**src/rtl/spike_collector_pkg.sv**
```systemverilog
// spike_collector_pkg: shared constants for the spike collector.
// Contents: input packet layout (struct), packet type codes, the done-marker
// payload, default map size, FSM state codes, and the row-packet builder.
package spike_collector_pkg;

  localparam int PKT_W    = 64;
  localparam int COORD_W  = 5;   // x/y/row fields are 5 bits in both packet formats
  localparam int ROWB_W   = 21;  // row-bit field width in a row packet
  localparam int GRID_DEF = 21;

  localparam logic [1:0] TYPE_SPIKE  = 2'b11;
  localparam logic [1:0] TYPE_ROW    = 2'b01;
  localparam logic [9:0] DONE_MARKER = 10'h3FF;

  localparam logic [0:0] ST_COLLECT = 1'b0;
  localparam logic [0:0] ST_DRAIN   = 1'b1;

  typedef struct packed {
    logic [3:0]  dst;
    logic [3:0]  src;
    logic [1:0]  typ;
    logic [43:0] zero;
    logic [9:0]  payload;
  } in_pkt_t;

  function automatic logic [PKT_W-1:0] row_pkt(
    input logic [3:0]         dst,
    input logic [3:0]         src,
    input logic [COORD_W-1:0] row,
    input logic [7:0]         ts,
    input logic [ROWB_W-1:0]  bits
  );
    return {dst, src, TYPE_ROW, row, ts, 20'b0, bits};
  endfunction

endpackage

```
**src/rtl/spike_collector_if.sv**
```systemverilog
// spike_collector_if: NoC egress (in_*) and memory-side (out_*) valid/ready
// channels of the spike collector.
//   master : the NoC / memory side (drives in_valid/in_data, out_ready)
//   slave  : the collector (drives in_ready, out_valid/out_data)
interface spike_collector_if;
  import spike_collector_pkg::*;

  logic             in_valid;
  logic             in_ready;
  logic [PKT_W-1:0] in_data;
  logic             out_valid;
  logic             out_ready;
  logic [PKT_W-1:0] out_data;

  modport master (output in_valid, in_data, out_ready,
                  input  in_ready, out_valid, out_data);
  modport slave  (input  in_valid, in_data, out_ready,
                  output in_ready, out_valid, out_data);
endinterface

```
**src/rtl/spike_collector_map.sv**
```systemverilog
// spike_collector_map (module spike_map): GRID x GRID output spike bitmap.
// Ports:
//   clk, rst_n        clock, async active-low reset (clears whole map)
//   i_set, i_x, i_y   set bit map[x][y] (caller guarantees x,y < GRID)
//   i_clr, i_clr_row  clear an entire row
//   i_rd_row          row to read; o_rd_bits = map[i_rd_row] (0 if out of range)
// Bit k of a row corresponds to column y=k.
module spike_map
  import spike_collector_pkg::*;
#(
  parameter int GRID = GRID_DEF
) (
  input  logic               clk,
  input  logic               rst_n,
  input  logic               i_set,
  input  logic [COORD_W-1:0] i_x,
  input  logic [COORD_W-1:0] i_y,
  input  logic               i_clr,
  input  logic [COORD_W-1:0] i_clr_row,
  input  logic [COORD_W-1:0] i_rd_row,
  output logic [GRID-1:0]    o_rd_bits
);
  localparam logic [COORD_W-1:0] GRID_M1 = COORD_W'(GRID - 1);

  logic [GRID-1:0][GRID-1:0] r_map;

  for (genvar r = 0; r < GRID; r++) begin : g_row
    always_ff @(posedge clk or negedge rst_n) begin
      if (!rst_n)                                    r_map[r] <= '0;
      else if (i_clr && i_clr_row == COORD_W'(r))    r_map[r] <= '0;
      else if (i_set && i_x == COORD_W'(r))          r_map[r][i_y] <= 1'b1;
    end
  end

  assign o_rd_bits = (i_rd_row <= GRID_M1) ? r_map[i_rd_row] : '0;
endmodule

```
**src/rtl/spike_collector.sv**
```systemverilog
// spike_collector: records output spikes in a GRID x GRID map, counts
// end-of-timestep markers, and once all adders reported drains the map to
// memory one row packet per handshake, clearing each row as it goes.
// Ports:
//   clk, rst_n       clock, async active-low reset
//   bus (slave)      in_valid/in_ready/in_data  : spike packets from NoC
//                    out_valid/out_ready/out_data: row packets to memory
//   timestep         current timestep (wraps at 255)
//   timestep_done    one-cycle pulse the cycle after the last row handshake
//   err              sticky: bad packet type or out-of-range coordinate
module spike_collector
  import spike_collector_pkg::*;
#(
  parameter int         NUM_ADDERS = 7,
  parameter int         GRID       = GRID_DEF,
  parameter logic [3:0] OWN_ADDR   = 4'b1010,
  parameter logic [3:0] MEM_ADDR   = 4'b0000
) (
  input  logic                    clk,
  input  logic                    rst_n,
  spike_collector_if.slave        bus,
  output logic [7:0]              timestep,
  output logic                    timestep_done,
  output logic                    err
);
  localparam int                 CW      = $clog2(NUM_ADDERS + 1);
  localparam logic [CW-1:0]      LAST_MK = CW'(NUM_ADDERS - 1);
  localparam logic [COORD_W-1:0] GRID_M1 = COORD_W'(GRID - 1);

  logic [0:0]         r_state;
  logic [CW-1:0]      r_done_cnt;
  logic [COORD_W-1:0] r_row;
  logic [7:0]         r_ts;
  logic               r_tsd, r_err, r_in_ready, r_out_valid;
  logic [PKT_W-1:0]   r_out_data;

  in_pkt_t            w_pkt;
  logic [COORD_W-1:0] w_x, w_y, w_rd_row;
  logic               w_acc, w_spk_type, w_marker, w_spike, w_bad, w_last_mk, w_out_hs;
  logic [GRID-1:0]    w_rd_bits;

  assign w_pkt      = in_pkt_t'(bus.in_data);
  assign w_x        = w_pkt.payload[9:5];
  assign w_y        = w_pkt.payload[4:0];
  assign w_acc      = bus.in_valid & r_in_ready;
  assign w_spk_type = (w_pkt.typ == TYPE_SPIKE);
  assign w_marker   = w_acc & w_spk_type & (w_pkt.payload == DONE_MARKER);
  assign w_spike    = w_acc & w_spk_type & (w_pkt.payload != DONE_MARKER)
                    & (w_x <= GRID_M1) & (w_y <= GRID_M1);
  assign w_bad      = w_acc & ~w_marker & ~w_spike;
  assign w_last_mk  = w_marker & (r_done_cnt == LAST_MK);
  assign w_out_hs   = r_out_valid & bus.out_ready;

  // Read port looks one row ahead so the next packet can be registered on
  // the current handshake; in COLLECT it points at row 0 for drain entry.
  assign w_rd_row = (r_state == ST_COLLECT) ? '0 : r_row + 1'b1;

  spike_map #(.GRID(GRID)) u_map (
    .clk       (clk),
    .rst_n     (rst_n),
    .i_set     (w_spike),
    .i_x       (w_x),
    .i_y       (w_y),
    .i_clr     (w_out_hs),
    .i_clr_row (r_row),
    .i_rd_row  (w_rd_row),
    .o_rd_bits (w_rd_bits)
  );

  always_ff @(posedge clk or negedge rst_n) begin
    if (!rst_n) begin
      r_state     <= ST_COLLECT;
      r_done_cnt  <= '0;
      r_row       <= '0;
      r_ts        <= '0;
      r_tsd       <= 1'b0;
      r_err       <= 1'b0;
      r_in_ready  <= 1'b1;
      r_out_valid <= 1'b0;
      r_out_data  <= '0;
    end else begin
      r_tsd <= 1'b0;
      if (w_bad) r_err <= 1'b1;
      case (r_state)
        ST_COLLECT: begin
          if (w_last_mk) begin
            r_state     <= ST_DRAIN;
            r_done_cnt  <= '0;
            r_row       <= '0;
            r_in_ready  <= 1'b0;
            r_out_valid <= 1'b1;
            r_out_data  <= row_pkt(MEM_ADDR, OWN_ADDR, '0, r_ts, ROWB_W'(w_rd_bits));
          end else if (w_marker) begin
            r_done_cnt <= r_done_cnt + 1'b1;
          end
        end
        default: begin
          if (w_out_hs) begin
            if (r_row == GRID_M1) begin
              r_state     <= ST_COLLECT;
              r_row       <= '0;
              r_ts        <= r_ts + 8'd1;
              r_tsd       <= 1'b1;
              r_in_ready  <= 1'b1;
              r_out_valid <= 1'b0;
            end else begin
              r_row      <= r_row + 1'b1;
              r_out_data <= row_pkt(MEM_ADDR, OWN_ADDR, w_rd_row, r_ts, ROWB_W'(w_rd_bits));
            end
          end
        end
      endcase
    end
  end

  assign bus.in_ready   = r_in_ready;
  assign bus.out_valid  = r_out_valid;
  assign bus.out_data   = r_out_data;
  assign timestep       = r_ts;
  assign timestep_done  = r_tsd;
  assign err            = r_err;
endmodule

```
**src/flat_wrapper.sv**
```systemverilog
// flat-port wrapper written by rule: the top's interface ports become plain ports
module spike_collector_flat import spike_collector_pkg::*;
#(
  parameter int         NUM_ADDERS = 7,
  parameter int         GRID       = GRID_DEF,
  parameter logic [3:0] OWN_ADDR   = 4'b1010,
  parameter logic [3:0] MEM_ADDR   = 4'b0000
)
  (clk, rst_n, timestep, timestep_done, err, bus_in_valid, bus_in_data, bus_out_ready, bus_in_ready, bus_out_valid, bus_out_data);
  spike_collector_if bus_i ();
  input  logic clk;
  input  logic rst_n;
  output logic [7:0] timestep;
  output logic timestep_done;
  output logic err;
  input wire logic [$bits(bus_i.in_valid)-1:0] bus_in_valid;
  input wire logic [$bits(bus_i.in_data)-1:0] bus_in_data;
  input wire logic [$bits(bus_i.out_ready)-1:0] bus_out_ready;
  output wire logic [$bits(bus_i.in_ready)-1:0] bus_in_ready;
  output wire logic [$bits(bus_i.out_valid)-1:0] bus_out_valid;
  output wire logic [$bits(bus_i.out_data)-1:0] bus_out_data;
  assign bus_i.in_valid = bus_in_valid;
  assign bus_i.in_data = bus_in_data;
  assign bus_i.out_ready = bus_out_ready;
  assign bus_in_ready = bus_i.in_ready;
  assign bus_out_valid = bus_i.out_valid;
  assign bus_out_data = bus_i.out_data;
  spike_collector #(.NUM_ADDERS(NUM_ADDERS), .GRID(GRID), .OWN_ADDR(OWN_ADDR), .MEM_ADDR(MEM_ADDR)) u_core (.clk(clk), .rst_n(rst_n), .bus(bus_i), .timestep(timestep), .timestep_done(timestep_done), .err(err));
endmodule
```
**config.mk**
```make
export PLATFORM = sky130hd
export DESIGN_NAME = spike_collector_flat
export DESIGN_NICKNAME = d
export VERILOG_FILES = /design/src/rtl/spike_collector_pkg.sv /design/src/rtl/spike_collector_if.sv /design/src/rtl/spike_collector_map.sv /design/src/rtl/spike_collector.sv /design/src/flat_wrapper.sv
export SDC_FILE = /design/constraint.sdc
export NUM_CORES = 1
export LEC_CHECK = 0
export CAP_MARGIN = 20
export CORE_MARGIN = 2
export CORE_UTILIZATION = 50
export CTS_BUF_LIST = sky130_fd_sc_hd__clkbuf_8
export CTS_CLUSTER_DIAMETER = 50
export DETAILED_ROUTE_END_ITERATION = 10
export PLACE_DENSITY = 0.77
export SYNTH_ARGS = -nofsm -noshare
export SYNTH_HDL_FRONTEND = slang
export SYNTH_SLANG_ARGS = --single-unit
```
**constraint.sdc**
```tcl
create_clock -name clk -period 4 [get_ports clk]
set_clock_uncertainty 0.2 [all_clocks]
set_input_delay 0.8 -clock clk [delete_from_list [all_inputs] [get_ports clk]]
set_output_delay 0.8 -clock clk [all_outputs]
set_load 0.02 [all_outputs]
```
After elaboration in Yosys (flattened, before gate mapping)
Index checks and enable logic that the tools add are counted.

Bits in registers: 526. Input port bits: 68. Output and inout port bits: 76. Logic and storage cells: 266.

$add $sub $neg: 3. Order comparisons: 6. Equal/unequal tests: 47. Multiplexer cells: 73. Bitwise logic cells: 34. Reductions and logical operators: 73.

Operators with widths (count): 2-to-1 mux 21 bit (44); OR 21 bit (21); 2-to-1 mux 64 bit (4); binary-select mux 21 bit (select 5 bit) (1); equality test 5 x 4 -> 1 bit, second input constant (16); equality test 5 bit, second input constant (10); nonzero test 2 bit (23); logical AND 1 bit (43); equality test 5 x 3 -> 1 bit, second input constant (8); 2-to-1 mux 5 bit (5); equality test 5 x 2 -> 1 bit, second input constant (4); 2-to-1 mux 1 bit (16); <= comparator 5 bit, second input constant (3); less-than comparator 5 x 6 -> 1 bit, second input constant (2); bitwise AND 1 bit (10); equality test 10 bit, second input constant (1); equality test 5 x 1 -> 1 bit, second input constant (2); logical NOT 5 bit (2); inequality test 10 bit, second input constant (1); AND reduction 3 bit (3); adder 8 x 1 -> 8 bit, second input constant (1); 2-to-1 mux 3 bit (2); inequality test 2 bit, second input constant (3); adder 5 x 1 -> 5 bit, second input constant (1); 7 further kinds (10).

Depth between registers and ports, before layout
Depth in word-level cells: 8. Mapped depth: 11. Depth with buffers taken out: 8.

By module
A second synthesis with hierarchy kept.

Cell total of the unflattened synthesis: 2170. Area, all modules: 22297.6 um^2.

Modules (own cells, without submodules): spike_map (times used 1, cells each 1957, area each 19561.3 um^2, sequential area each 11035.6 um^2); spike_collector (times used 1, cells each 213, area each 2736.4 um^2, sequential area each 1402.6 um^2).

Worst setup path before layout
OpenSTA, ideal clock, no wires.

Kind: register -> register. Start point: reg u_core.r_row[0]. End point: reg u_core.r_out_data[10] (netlist: u_core.bus.out_data[10]). Setup time: 0.126 ns. Arrival: 2.684 ns. Required time: 3.674 ns. Slack: 0.990 ns. Stages on the path, launching flop included: 11. Path through: dfrtp_1 buf_2 inv_1 clkbuf_1 ha_1 buf_2 clkbuf_1 mux4_2 o21ai_0 a22oi_1 a221o_1.

Cells in the longest elaborated chain, start to end: 8. Elaborated cells on any way between the ends: 13.

RTL lines: from (decl) (line spike_collector.sv:32) `logic [COORD_W-1:0] r_row;`; from (signal assigned) (line spike_collector.sv:107) `r_row <= r_row + 1'b1;`; adder 5 x 1 -> 5 bit (line spike_collector.sv:56) `assign w_rd_row = (r_state == ST_COLLECT) ? '0 : r_row + 1'b1;`; 2-to-1 mux 5 bit (line spike_collector.sv:56); binary-select mux 21 bit (select 5 bit) (line spike_collector_map.sv:35) `assign o_rd_bits = (i_rd_row <= GRID_M1) ? r_map[i_rd_row] : '0;`; 2-to-1 mux 21 bit (not written as such) (line spike_collector_map.sv:35); 2-to-1 mux 21 bit (line spike_collector_map.sv:35); 2-to-1 mux 64 bit (line spike_collector.sv:99) `if (r_row == GRID_M1) begin`; 2-to-1 mux 64 bit (line spike_collector.sv:98) `if (w_out_hs) begin`; 2-to-1 mux 64 bit (line spike_collector.sv:84) `case (r_state)`; to (signal assigned) (line spike_collector.sv:92) `r_out_data <= row_pkt(MEM_ADDR, OWN_ADDR, '0, r_ts, ROWB_W'(w_rd_bits));`; to (signal assigned) (line spike_collector.sv:108) `r_out_data <= row_pkt(MEM_ADDR, OWN_ADDR, w_rd_row, r_ts, ROWB_W'(w_rd_bits));`; to (decl) (line spike_collector.sv:35) `logic [PKT_W-1:0] r_out_data;`.

Several ways; a longest one is shown, not always the timed one. The select of a mux whose other input is x is not followed. A chain may end at the register's enable or synchronous reset.

Worst setup path in the final report
Start point: reg u_core.r_row[0]. End point: reg u_core.r_out_data[19] (netlist: u_core.bus.out_data[19]).

The elaborated chain is that of the path after synthesis.

==> out/metrics.csv <==
metric,value,unit
ant_nets,0,
drtIter0Drc,2438,
timing.fmax,0.2905,GHz
timing.rr.end,u_core.bus.out_data[19],
syn_area,0.02326,mm²
die_height,219.7,µm
initial_core_util,50.29,%
holdPathEnd,u_core.err,
area_growth_syn_to_layout,12.28,%
ys_async_sr_fraction,100.0,%
grt_pass1_wl,109300,µm
startpoint,u_core.r_row[0],
ys_warn_count,0,
fin_setup_tns,0,ns
cts_tree,built,
die-area,0.04827,mm²
status,finished clean,
clk_latency,0.66,ns
core-area,0.04626,mm²
power_density,370.3,mW/mm²
fin_crit,3.443,ns
required,4.33,ns
num-fill-cells,3936,
hpwl,46040,µm
synth_area_leaders,"dfrtp_1 (53%), a21oi_1 (5.9%), nor2_1 (5.3%)",
clockBufferDepth,3,
period_share,86.07,%
critPathCaptureType,flip-flop,
hp-class,reg2reg,
vias_per_cell,6.250,
timing.rr.start,u_core.r_row[0],
rsz0062_at_grt,false,
peakVddDrop,0.2152,mV
vias,19340,
clock_sinks,497,
nets,2497,
firstDrtPassIters,6,
cap_violations,0,
cts_buffers,80,
synth_cells,2403,
multi_input_area,0.009861,mm²
reg2reg_slack,0.56,ns
grt_max_degree,116,
ios,144,
port_buffers,64,
drive_gt1_share,11.87,%
crit_path_start_kind,flip-flop,
final-setup-viol-count,0,
wl,69840,µm
synth_top_area_share,53.35,%
gp_congestion,0.9477,
power_leakage,12.09,nW
drc_errors,0,
finalMaxSlewViolations,0,
placed_cell_area,0.02447,mm²
ff_latch_area,0.01244,mm²
cts-root-buf,clkbuf_8,
slew_headroom,30.32,%
yosysTopAreaCell,dfrtp_1,
ctsResizeCount,0,
grtUsageTotal,29.48,%
min-delay-start,u_core.err,
antenna_found_initial,3,
r2r_cells,8,
synth_ff_type,dfrtp_1,
crit_type,reg2reg,
htreeDepth,3,
yosysSeqAreaShare,53.46,%
gr-total-overflow,0,
postSynthRegisterBits,497,
grt_pass1_vias,18830,
path_max_fanout,23,
worst_pin_slew,1.045,ns
final_area,0.02612,mm²
clkTransAtPathRegs,0.06,ns
synth_edf_count,0,
cp_data_arrival_time,3.77,ns
ys_types,69,
avgSynthCellArea,9.682,µm²
min_path_cells,1,
hold_viol_final,0,
num_rows,79,
wire_per_inst,22.57,µm
die_w,219.7,µm
## routing by layer
layer  GRT usage [%]  share of wire (%)
met2           43.40                 44
met3           8.075                 11
met1           41.17                 40
met4           12.51                3.7
met5               0              0.050
## cell families after synthesis
| group | synth area share (%) |
|---|---|
| AND/OR/NAND/NOR | 13.77 |
| other | 0.01612 |
| XOR/XNOR | 0.4087 |
| AO/OA/AOI/OAI | 19.53 |
| multiplexers | 7.314 |
| buffers and inverters | 5.071 |
| adder cells (fa/ha/maj) | 0.4303 |
| flip-flops | 53.46 |
## Yosys cell counts, drive strengths merged, types with 5 or more instances
cell type,n
dfrtp,496
nor2,328
a21oi,279
o21ai,234
nand2,223
clkbuf,144
buf,88
o21a,65
mux2i,62
mux2,50
and2,38
inv,31
nand3,31
nor3,26
mux4,23
a311oi,22
a21o,21
or3,21
a31oi,20
a32oi,20
a211oi,19
a22oi,19
o22a,19
a221o,18
nor4,13
nand2b,12
nand4,9
ha,8
nor2b,6
xnor2,6
o2bb2ai,5
## flip-flops by register name, summed over array words and instances, names as in the netlist
signal                count
u_core.r_state            1
u_core.err                1
u_core.timestep           8
u_core.bus.out_data      35
u_core.r_row              5
u_core.timestep_done      1
u_core.bus.in_ready       1
u_core.bus.out_valid      1
u_core.u_map.r_map      441
u_core.r_done_cnt         3
## through the flow
step                power, mW  setup WS (ns)  util (%)  hold slack (ns)  cells
floorplan               5.214         0.9895         -           0.2424   2429
global placement        5.349         0.5436     52.89           0.2548   2945
detailed placement      5.356         0.4374     52.89           0.2624   2945
CTS                     9.726         0.6046     56.46           0.2767   3093
global route            10.00         0.3739     56.47           0.2968   3094
finish                  9.674         0.5572     56.47           0.2754   3094
## what timing repair did
item | in CTS | in global routing
setup buffers | 0 | 0
hold buffers | 1 | 0
endpoints found under the hold margin | 60 | 0
## worst max-delay path by stage
stage,end,slack (ns),depth (start not counted)
2_1_floorplan,u_core.bus.out_data[10],0.99,10
3_3_place_gp,u_core.bus.out_data[20],0.54,7
3_5_place_dp,u_core.u_map.r_map[438],0.44,6
4_1_cts,u_core.bus.out_data[19],0.60,8
5_1_grt,u_core.bus.out_data[19],0.37,8
6_report,u_core.bus.out_data[19],0.56,8
## power breakdown
part,switching [mW],internal [mW]
sequential,0,5.03
combinational,0.197,0.0393
clock,2.02,2.38
total,2.22,7.45
## layout by cell type (no fill, tap or decap), types with 6 or more instances in the layout
cell type / netlist / layout
and2_1: 38 / 38
mux2i_1: 62 / 62
nand2_1: 223 / 223
a32oi_1: 20 / 20
a21oi_1: 276 / 276
ha_1: 8 / 7
nand4_1: 9 / 9
clkbuf_8: 0 / 107
o22a_1: 19 / 19
mux4_2: 23 / 23
a221o_1: 18 / 18
a31oi_1: 20 / 20
nand3_1: 31 / 31
a21o_1: 21 / 21
dfrtp_1: 496 / 494
a22oi_1: 19 / 19
a211oi_1: 19 / 19
buf_4: 31 / 72
o21ai_0: 230 / 230
nor2b_1: 6 / 6
nand2b_1: 12 / 12
o21a_1: 65 / 65
inv_1: 30 / 62
conb_1: 1 / 27
clkdlybuf4s50_1: 0 / 63
nor2_1: 328 / 328
a311oi_1: 22 / 22
mux2_2: 50 / 50
nor4_2: 2 / 7
or3_1: 21 / 21
nor3_1: 25 / 24
## area by class of cell
| class | count | area share [%] |
|---|---|---|
| antenna | 1 | 0.009579 |
| multi-input combinational | 1669 | 37.75 |
| clock inverter | 40 | 0.6562 |
| sequential | 497 | 47.63 |
| inverter | 31 | 0.4454 |
| timing repair buffer | 142 | 4.962 |
| tap | 607 | 2.907 |
| clock buffer | 107 | 5.637 |
## critical path, cell delays in order, from the launching register on
cell and delay (ns):
dfrtp_4 0.51, ha_1 0.43, and3_1 0.29, ha_1 0.33, inv_1 0.09, nand2_1 0.53, a221oi_1 0.53, a211oi_1 0.13
a211o_1 0.30
No activity file was read; power rests on OpenSTA's default activity.
